==> config.mk <==
export PLATFORM = sky130hd
export DESIGN_NAME = bram_port_arbiter
export DESIGN_NICKNAME = d
export VERILOG_FILES = /design/src/rtl/bram_port_arbiter.sv
export SDC_FILE = /design/constraint.sdc
export NUM_CORES = 1
export LEC_CHECK = 0
export CAP_MARGIN = 0
export CORE_MARGIN = 1.5
export CORE_UTILIZATION = 25
export CTS_CLUSTER_DIAMETER = 200
export DETAILED_ROUTE_END_ITERATION = 10
export SKIP_LAST_GASP = 1
export SYNTH_ARGS = -nofsm -noshare
export SYNTH_HDL_FRONTEND = slang
export SYNTH_SLANG_ARGS = --single-unit
==> constraint.sdc <==
create_clock -name clk -period 2.3 [get_ports clk]
set_clock_uncertainty 0.2 [all_clocks]
set_input_delay 0.69 -clock clk [delete_from_list [all_inputs] [get_ports clk]]
set_output_delay 0.69 -clock clk [all_outputs]
set_load 0.02 [all_outputs]
==> src/rtl/bram_port_arbiter.sv <==
// Round-robin arbiter sharing one single-port BRAM (1-cycle sync read) between host port A and FIR port B.
// Optional macro BRAM_ARB_PERF_EN adds perf_clr / conflict_cnt (dual-request arbitration counter).
module bram_port_arbiter #(
    parameter int unsigned ADDR_W = 12,
    parameter int unsigned DATA_W = 32
) (
    input  logic              clk,
    input  logic              rst_n,
    input  logic              a_req,
    input  logic              a_we,
    input  logic [3:0]        a_sel,
    input  logic [ADDR_W-1:0] a_addr,
    input  logic [DATA_W-1:0] a_wdata,
    output logic              a_gnt,
    output logic              a_rvalid,
    input  logic              b_req,
    input  logic              b_we,
    input  logic [3:0]        b_sel,
    input  logic [ADDR_W-1:0] b_addr,
    input  logic [DATA_W-1:0] b_wdata,
    output logic              b_gnt,
    output logic              b_rvalid,
    output logic [DATA_W-1:0] rdata,
    output logic              bram_en,
    output logic [3:0]        bram_we,
    output logic [31:0]       bram_a,
    output logic [DATA_W-1:0] bram_di,
    input  logic [DATA_W-1:0] bram_do
`ifdef BRAM_ARB_PERF_EN
   ,input  logic              perf_clr,
    output logic [15:0]       conflict_cnt
`endif
);
    localparam int unsigned SEL_W   = 4;
    localparam int unsigned BRAM_AW = 32;

    typedef enum logic [1:0] {
        IDLE   = 2'd0,
        ACCESS = 2'd1,
        RESP   = 2'd2
    } state_t;

    state_t r_state;
    logic   r_last_b;
    logic   r_win_b;
    logic   r_win_we;

    logic              w_any_req;
    logic              w_pick_b;
    logic              w_we;
    logic [SEL_W-1:0]  w_sel;
    logic [ADDR_W-1:0] w_addr;
    logic [DATA_W-1:0] w_wdata;

    // On a tie the port that did not win last time takes the BRAM.
    assign w_any_req = a_req | b_req;
    assign w_pick_b  = b_req & (~a_req | ~r_last_b);
    assign w_we      = w_pick_b ? b_we    : a_we;
    assign w_sel     = w_pick_b ? b_sel   : a_sel;
    assign w_addr    = w_pick_b ? b_addr  : a_addr;
    assign w_wdata   = w_pick_b ? b_wdata : a_wdata;

    always_ff @(posedge clk or negedge rst_n) begin
        if (!rst_n) begin
            r_state  <= IDLE;
            r_last_b <= 1'b1;
            r_win_b  <= 1'b0;
            r_win_we <= 1'b0;
            a_gnt    <= 1'b0;
            b_gnt    <= 1'b0;
            a_rvalid <= 1'b0;
            b_rvalid <= 1'b0;
            rdata    <= '0;
            bram_en  <= 1'b0;
            bram_we  <= '0;
            bram_a   <= '0;
            bram_di  <= '0;
        end else begin
            a_gnt    <= 1'b0;
            b_gnt    <= 1'b0;
            a_rvalid <= 1'b0;
            b_rvalid <= 1'b0;
            case (r_state)
                IDLE: begin
                    if (w_any_req) begin
                        bram_en  <= 1'b1;
                        bram_we  <= w_we ? w_sel : SEL_W'(0);
                        bram_a   <= BRAM_AW'(w_addr);
                        bram_di  <= w_wdata;
                        a_gnt    <= ~w_pick_b;
                        b_gnt    <= w_pick_b;
                        r_last_b <= w_pick_b;
                        r_win_b  <= w_pick_b;
                        r_win_we <= w_we;
                        r_state  <= ACCESS;
                    end
                end
                ACCESS: begin
                    // BRAM samples the op at the end of this cycle; address/data stay put.
                    bram_en <= 1'b0;
                    bram_we <= '0;
                    r_state <= r_win_we ? IDLE : RESP;
                end
                RESP: begin
                    rdata    <= bram_do;
                    a_rvalid <= ~r_win_b;
                    b_rvalid <= r_win_b;
                    r_state  <= IDLE;
                end
                default: r_state <= IDLE;
            endcase
        end
    end

`ifdef BRAM_ARB_PERF_EN
    // Saturating count of arbitrations where both ports were contending.
    always_ff @(posedge clk or negedge rst_n) begin
        if (!rst_n) begin
            conflict_cnt <= '0;
        end else if (perf_clr) begin
            conflict_cnt <= '0;
        end else if (r_state == IDLE && a_req && b_req && conflict_cnt != 16'hFFFF) begin
            conflict_cnt <= conflict_cnt + 16'd1;
        end
    end
`endif

endmodule
==> results.md, run 1 <==
- Count of final max-slew check failures: 0
- Number of levels the H-tree was split into: 3
- Vias in the first global route: 3339
- Number of synthesized register bits: 90
- XOR/XNOR Fraction of Synth Area: 0%
- Post-Syn Area: 0.003831 sq mm
- Synthesis-to-finish area growth: 70.08%
- Number of antenna violations at the first check in global routing: 0
- Area of the die: 0.01608 sq mm
- Highest clock rate: 0.4458 GHz
- Area leader, netlist: sky130_fd_sc_hd__dfrtp_1
- Area contributors post-synth: sky130_fd_sc_hd__dfrtp_1 (58%), sky130_fd_sc_hd__a221o_1 (12%), sky130_fd_sc_hd__mux2_2 (11%), sky130_fd_sc_hd__and3_1 (7.3%), sky130_fd_sc_hd__buf_4 (3.9%)
- Post-DP HPWL: 8282 um
- Post-Layout Cell Count: 697
- CP Class: flip-flop to primary output
- FILL cells: 1419
- RSZ-0062 raised after global routing: no
- Number of vias per cell: 4.535
- Maximum number of pins on one net before global-route repair: 91
- Share of flip-flops with an asynchronous set or reset: 100.0%
- Fraction of the core area covered by cells at the end of the flow: 43.18%
- GP Congestion: 0.7260
- Main combinational cell family by area after synthesis: compound AO/OA/AOI/OAI gates
- Peak fanout along the critical path: 2
- Post-CTS Hold Buffers: 0
- DR DRC count: 0
- Number of routed nets with antenna violations: 0
- Reg-to-Reg Start: r_state[1]
- Worst hold path class: input port to asynchronous set/reset pin
- Number of warnings reported in the yosys synthesis log: 0
- Peak supply drop: 447.2 uV
- Final-stage net count: 638
- Aggregate negative setup slack: 0 ns
- Clk_lat worst skew: 0.34 ns
- Clock tree from TritonCTS: done
- Layer carrying the most global-route usage: met2
- Total congestion overflow: 0
- Per-instance average area after synthesis: 13.44 sq um
- Maximum count of clock buffers along a single path: 2
- Static leakage: 2.878 nW
- CP Cell Sequence: clkdlybuf4s50_1
- Area of the core: 0.01509 sq mm
- Effective utilization at floorplan: 25.39%
- Wire length of the first global-routing pass: 17550 um
- Cell count after synthesis: 285
- Most repeated cell in the gate-level netlist after synthesis: sky130_fd_sc_hd__dfrtp_1
- Routed WL: 11270 um
- Crit path largest cell delay: 0.63 ns
- Cell at the root of the clock tree: sky130_fd_sc_hd__clkbuf_16
- Max stage delay cell, worst path: sky130_fd_sc_hd__clkdlybuf4s50_1
- Crit path max-delay family: buffers and inverters
- Sequential element share of the synthesized area: 58.82%
- Placed cell count: 681
- Fraction of the mapped netlist area in simple logic gates: 8.948%
- Element type at the critical path start: flip-flop
- Period minus WS final: 2.243 ns
- # rows: 45
- Arithmetic-cell share of the synthesized area counting full adders, half adders and majority gates: 0%
- Count of input and output buffers: 218
- Count of cell types in the netlist: 21
- Outcome: completed
- Worst endpoint required time: 1.41 ns
- Post-route clock period utilization: 97.54%
- Worst EP arrival: 1.35 ns
- # Post-CTS Setup Buffers: 0
- Flip-flop cell with the highest count after synthesis: sky130_fd_sc_hd__dfrtp_1
- Total routing usage reported by global routing: 14.08%
- Max-cap violations: 0
- Clock transition at the registers of the reported paths: 0.06 ns
- Fraction of the mapped netlist area in compound gates: 13.78%
- Met1 global-route usage: 16.01%
- DR pass1 iterations: 4
- Vias: 3161
- M3 GR Usage: 4.597%
- Die Wd: 126.8 um
- Met2 Resource Use GR: 24.37%
- Worst-case setup margin in the final layout: 0.05659 ns
- Wirelength per Cell: 16.17 um
- Number of failing hold endpoints at the final stage: 0
- Worst setup timing slack at the placement stage: -0.1760 ns
- Starting DRC count in detailed routing: 121
- Post-synth top area share: 58.13%
- Launching element of the worst setup path: bram_a[6]
- # resized after CTS: 0
- Final setup viols: 0
- Synth cell count leaders: sky130_fd_sc_hd__dfrtp_1 (89), sky130_fd_sc_hd__a221o_1 (47), sky130_fd_sc_hd__and3_1 (45)
- Number of sinks handled by clock tree synthesis: 90
- Final worst hold slack: 0.1879 ns
- Number of synthesized flops with an enable pin: 0
- Finished Cell Area: 0.006516 sq mm
- Pwr dens: 1358 mW/mm^2
- Count of antenna diodes in the layout: 0
- Overall power consumption: 8.851 mW
- CP endpoint kind: primary output
- Share of synthesized area spent on multiplexers: 10.58%
- Total placed instance area: 0.006211 sq mm
- Layout cell share with drive strength beyond 1: 14.54%
- Number of top-level pins: 239
- Count of buffering cells on the critical path with inverters included: 1
- Die Span Y: 126.8 um
- Total CTS buffers: 9
==> metal layers <==
| metal | up-vias | wire length [um] |
|---|---|---|
| met2 | 162 | 5444 |
| met5 | - | 0 |
| li1 | 1470 | - |
| met1 | 1516 | 4634 |
| met4 | 0 | 165 |
| met3 | 13 | 1024 |
==> placed cells by master, fill, tap and decap left out <==
cell type	n
sky130_fd_sc_hd__inv_1	2
sky130_fd_sc_hd__clkinv_2	3
sky130_fd_sc_hd__clkdlybuf4s50_1	217
sky130_fd_sc_hd__a21boi_4	1
sky130_fd_sc_hd__clkinvlp_4	1
sky130_fd_sc_hd__and4_1	1
sky130_fd_sc_hd__nand2b_2	1
sky130_fd_sc_hd__clkbuf_16	9
sky130_fd_sc_hd__mux2_2	36
sky130_fd_sc_hd__buf_12	3
sky130_fd_sc_hd__buf_4	13
sky130_fd_sc_hd__o21ai_4	1
sky130_fd_sc_hd__bufinv_16	1
sky130_fd_sc_hd__nand2b_1	2
sky130_fd_sc_hd__o21a_1	4
sky130_fd_sc_hd__nor2_4	1
sky130_fd_sc_hd__nor2_1	3
sky130_fd_sc_hd__dfrtp_1	89
sky130_fd_sc_hd__conb_1	20
sky130_fd_sc_hd__clkbuf_8	2
sky130_fd_sc_hd__dfstp_2	1
sky130_fd_sc_hd__and3_2	1
sky130_fd_sc_hd__a221o_1	47
sky130_fd_sc_hd__nand2_1	2
sky130_fd_sc_hd__nor3_1	1
sky130_fd_sc_hd__a21o_1	2
sky130_fd_sc_hd__and2_1	1
sky130_fd_sc_hd__and3_1	44
==> sequential cells by signal, indices dropped and copies added, names as in the netlist <==
register	cells
bram_di	32
b_rvalid	1
bram_a	12
r_win_we	1
a_rvalid	1
r_state	2
a_gnt	1
r_win_b	1
bram_we	4
bram_en	1
b_gnt	1
r_last_b	1
rdata	32
==> path summary, 6_finish.rpt <==
| path | to | slack [ns] | cells after the start |
|---|---|---|---|
| max | bram_a[6] | 0.06 | 1 |
| min | rdata[30] | 0.19 | 2 |
| max reg2reg | bram_di[21] | 0.54 | 4 |
| min reg2reg | r_state[1] | 0.24 | 1 |
| max in group asynchronous | bram_di[16] | 1.36 | 2 |
| min in group clk | r_state[1] | 0.24 | 1 |
==> cells by family (layout without fill, tap and decap cells) <==
kind of cell	after synthesis	after routing
AOI/OAI and AO/OA	55	55
buffers and inverters	46	251
DFF	90	90
and+or+nand+nor	57	57
other	1	20
muxes	36	36
==> power by group <==
group / leakage, nW / total, mW / internal (mW) / switching [mW]
clock: 0.151 / 1.49 / 0.895 / 0.595
sequential: 1.09 / 2.82 / 2.37 / 0.454
combinational: 1.63 / 4.54 / 2.40 / 2.14
total: 2.88 / 8.85 / 5.66 / 3.19
==> final cells by class <==
cell class,count,area [sq um],share of cell area (%)
timing repair buffer,233,2330,35.75
inverter,2,7.507,0.1152
tap,188,235.2,3.610
sequential,90,2253,34.58
clock inverter,5,52.55,0.8065
multi-input combinational,168,1385,21.26
clock buffer,11,252.7,3.879
(Power assumes the default switching activity.)
==> inputs of run 2 (changes only) <==
Settings changed: CELL_PAD_IN_SITES_DETAIL_PLACEMENT set to 1, CELL_PAD_IN_SITES_GLOBAL_PLACEMENT set to 2, CORE_UTILIZATION 25 to 23, PLACE_DENSITY_LB_ADDON set to 0.1, SLEW_MARGIN set to 20.
Clock period 2.3 ns to 2.6 ns, I/O delays scaled along.
==> run 2 against run 1 <==
Sequential share of layout area fell by 0.18 points. Combinational power fell by 12%. Die area up 8.5%. Sequential power decreased by 12%. Worst setup slack better by 0.21 ns. Clock power is 5% lower. Critical path depth did not move. Non-clock buffer count shrank 2. Core utilization decreased by 3.3 points. Largest cell class unchanged.
==> results.md, run 2 (same netlist as run 1, synthesis figures left out) <==
- Worst endpoint required time: 1.62 ns (+0.21 ns)
- Count of antenna diodes in the layout: 0 (unchanged)
- Pwr dens: 1203 mW/mm^2 (-11%)
- DR DRC count: 0 (unchanged)
- DR pass1 iterations: 4 (unchanged)
- Highest clock rate: 0.4290 GHz
- Most common cell after layout, fill and taps aside: sky130_fd_sc_hd__clkdlybuf4s50_1
- Clock tree from TritonCTS: done
- Met2 Resource Use GR: 22.69% (-1.7 points)
- Number of routed nets with antenna violations: 0 (unchanged)
- Clock share of power: 17.9% (+1.1 points)
- # Post-CTS Setup Buffers: 0 (unchanged)
- Maximum count of clock buffers along a single path: 2 (unchanged)
- Number of cells on the critical path: 1 (unchanged)
- Worst hold path class: input port to asynchronous set/reset pin
- Number of sinks handled by clock tree synthesis: 90 (unchanged)
- Net switching power: 2.870 mW (-10%)
- Crit path max-delay family: buffers and inverters
- Layout cell share with drive strength beyond 1: 13.61% (-0.93 points)
- RR Endpoint: bram_we[0]
- Met1 global-route usage: 16.60% (+0.59 points)
- Registers with the most flip-flops: bram_di x32, rdata x32, bram_a x12
- Wirelength per Cell: 16.88 um (+4.4%)
- Post-route clock period utilization: 89.66%
- Total routing usage reported by global routing: 14.13% (+0.048 points)
- Internal power contribution: 5.014 mW (-11%)
- Die Wd: 132.1 um (+4.2%)
- Actual slew at the worst max-slew pin: 0.5587 ns
- Post-CTS Hold Buffers: 0 (unchanged)
- Overall power consumption: 7.884 mW (-11%)
- Number of top-level pins: 239 (unchanged)
- CP Class: flip-flop to primary output
- Die Span Y: 132.1 um (+4.2%)
- Wire length of the first global-routing pass: 19040 um (+8.5%)
- Reg2Reg Setup Slack: 0.58 ns (+0.04 ns)
- Max stage delay cell, worst path: sky130_fd_sc_hd__clkdlybuf4s50_1
- Max-cap violations: 0 (unchanged)
- Static leakage: 2.869 nW (-0.31%)
- CP Cell Sequence: clkdlybuf4s50_1
- Maximum number of pins on one net before global-route repair: 45 (-51%)
- Element type at the critical path start: flip-flop
- Period minus WS final: 2.331 ns
- # resized after CTS: 0 (unchanged)
- Most frequent cells in the layout: sky130_fd_sc_hd__clkdlybuf4s50_1 (217), sky130_fd_sc_hd__dfrtp_1 (89), sky130_fd_sc_hd__a221o_1 (47), sky130_fd_sc_hd__and3_1 (45), sky130_fd_sc_hd__mux2_2 (36)
- Number of failing hold endpoints at the final stage: 0 (unchanged)
- Aggregate negative setup slack: 0 ns (unchanged)
- Number of antenna violations at the first check in global routing: 0 (unchanged)
- CP endpoint kind: primary output
- Vias: 3210 (+1.6%)
- Sequential Power Share: 31.4% (-0.5 points)
- Total CTS buffers: 9 (unchanged)
- GP Congestion: 0.7047 (-2.9%)
- Starting DRC count in detailed routing: 86 (-29%)
- Last element of the critical path: bram_a[4]
- Post-DP HPWL: 9003 um (+8.7%)
- Clk_lat worst skew: 0.34 ns (about the same)
- M3 GR Usage: 6.036% (+1.4 points)
- Peak fanout along the critical path: 2 (unchanged)
- Launching element of the worst setup path: bram_a[4]
- Routed WL: 12280 um (+8.9%)
- RSZ-0062 raised after global routing: no
- Cell at the root of the clock tree: sky130_fd_sc_hd__clkbuf_16
- Number of levels the H-tree was split into: 3 (unchanged)
- Reg-to-Reg Start: r_state[1]
- Clock transition at the registers of the reported paths: 0.07 ns (about the same)
- Final setup viols: 0 (unchanged)
- Count of buffering cells on the critical path with inverters included: 1 (unchanged)
- Layer carrying the most global-route usage: met2
- Area of the core: 0.01641 sq mm (+8.7%)
- Count of final max-slew check failures: 0 (unchanged)
- # rows: 47 (+4.4%)
- Power share of the combinational group: 50.7% (-0.6 points)
- Outcome: completed
- Count of input and output buffers: 218 (unchanged)
- Total congestion overflow: 0 (unchanged)
- Final-stage net count: 636 (-0.31%)
- Crit path largest cell delay: 0.66 ns (+0.03 ns)
- Vias in the first global route: 3439 (+3.0%)
- Slew HR: 62.75%
- Cell depth of the worst flop-to-flop path: 4 (unchanged)
- Peak supply drop: 383.7 uV (-14%)
- Effective utilization at floorplan: 23.35% (-2.0 points)
- Area of the die: 0.01744 sq mm (+8.5%)
- Number of vias per cell: 4.415 (-2.6%)
- Synthesis-to-finish area growth: 71.00%
- Switching power share of the total: 36.40% (+0.35 points)
- Worst EP arrival: 1.35 ns (about the same)
[run 2: changes by cell type in the layout (fill, tap and decap cells not counted), sizes merged]
cell / previous run / this run
buf: 16 / 14
inv: 2 / 3
clkbuf: 11 / 10
bufinv: 1 / 2
clkinv: 3 / 2
[run 2: routing by layer]
layer | part of all wire (%) | vias to the layer above
li1 | - | 1465
met1 | 41 | 1590
met2 | 47 | 141
met3 | 9.9 | 14
met4 | 1.7 | 0
met5 | 0 | -
[run 2: power groups by stage]
| stage | Clock [mW] | Combinational, mW | Sequential (mW) |
|---|---|---|---|
| after floorplan | 0 | 1.39 | 3.23 |
| after global placement | 0 | 4.03 | 2.49 |
| after detailed placement | 0 | 4.08 | 2.49 |
| after CTS | 1.47 | 4.08 | 2.49 |
| after global routing | 1.52 | 4.27 | 2.57 |
| final | 1.41 | 4.00 | 2.48 |
[run 2: layout make-up]
type / instances / area [sq um]
clock buffer: 10 / 229.0
clock inverter: 6 / 90.09
fill: 1714 / 9856
inverter: 2 / 7.507
multi-input combinational: 168 / 1381
sequential: 90 / 2253
tap: 220 / 275.3
timing repair buffer: 231 / 2315
[run 2: worst reg2reg max path: stages (launching register included)]
cell	delay [ns]
sky130_fd_sc_hd__dfrtp_1	0.47
sky130_fd_sc_hd__nor2_4	0.37
sky130_fd_sc_hd__buf_4	0.40
sky130_fd_sc_hd__and4_1	0.36
sky130_fd_sc_hd__a221o_1	0.18
[run 2: worst min-delay path by stage]
stage | from | endpoint | slack, ns | cells after the start
floorplan | r_win_we | r_state[1] | 0.20 | 1
global placement | r_win_we | r_state[1] | 0.22 | 1
detailed placement | r_win_we | r_state[1] | 0.22 | 1
CTS | rst_n | rdata[10] | 0.23 | 1
global route | rst_n | rdata[9] | 0.25 | 1
finish | rst_n | rdata[10] | 0.22 | 1
[run 2: metrics by stage]
stage / cell area (sq um) / cells / utilization (%) / hold slack, ns / setup WS, ns
finish: 6551 / 727 / 39.93 / 0.2249 / 0.2689
global route: 6551 / 727 / 39.93 / 0.2460 / 0.2002
CTS: 6551 / 727 / 39.93 / 0.2322 / 0.2414
detailed placement: 6232 / 711 / 37.99 / 0.2219 / 0.001463
global placement: 6232 / 711 / 37.99 / 0.2225 / 0.06799
floorplan: 3902 / 304 / - / 0.1988 / 0.5837
==> inputs of run 3 (changes only) <==
Settings changed: CTS_CLUSTER_SIZE set to 12, SKIP_CTS_REPAIR_TIMING set to 1.
==> results of run 3 <==
Same layout as run 2: the final DEF is identical, and so are final timing and power.
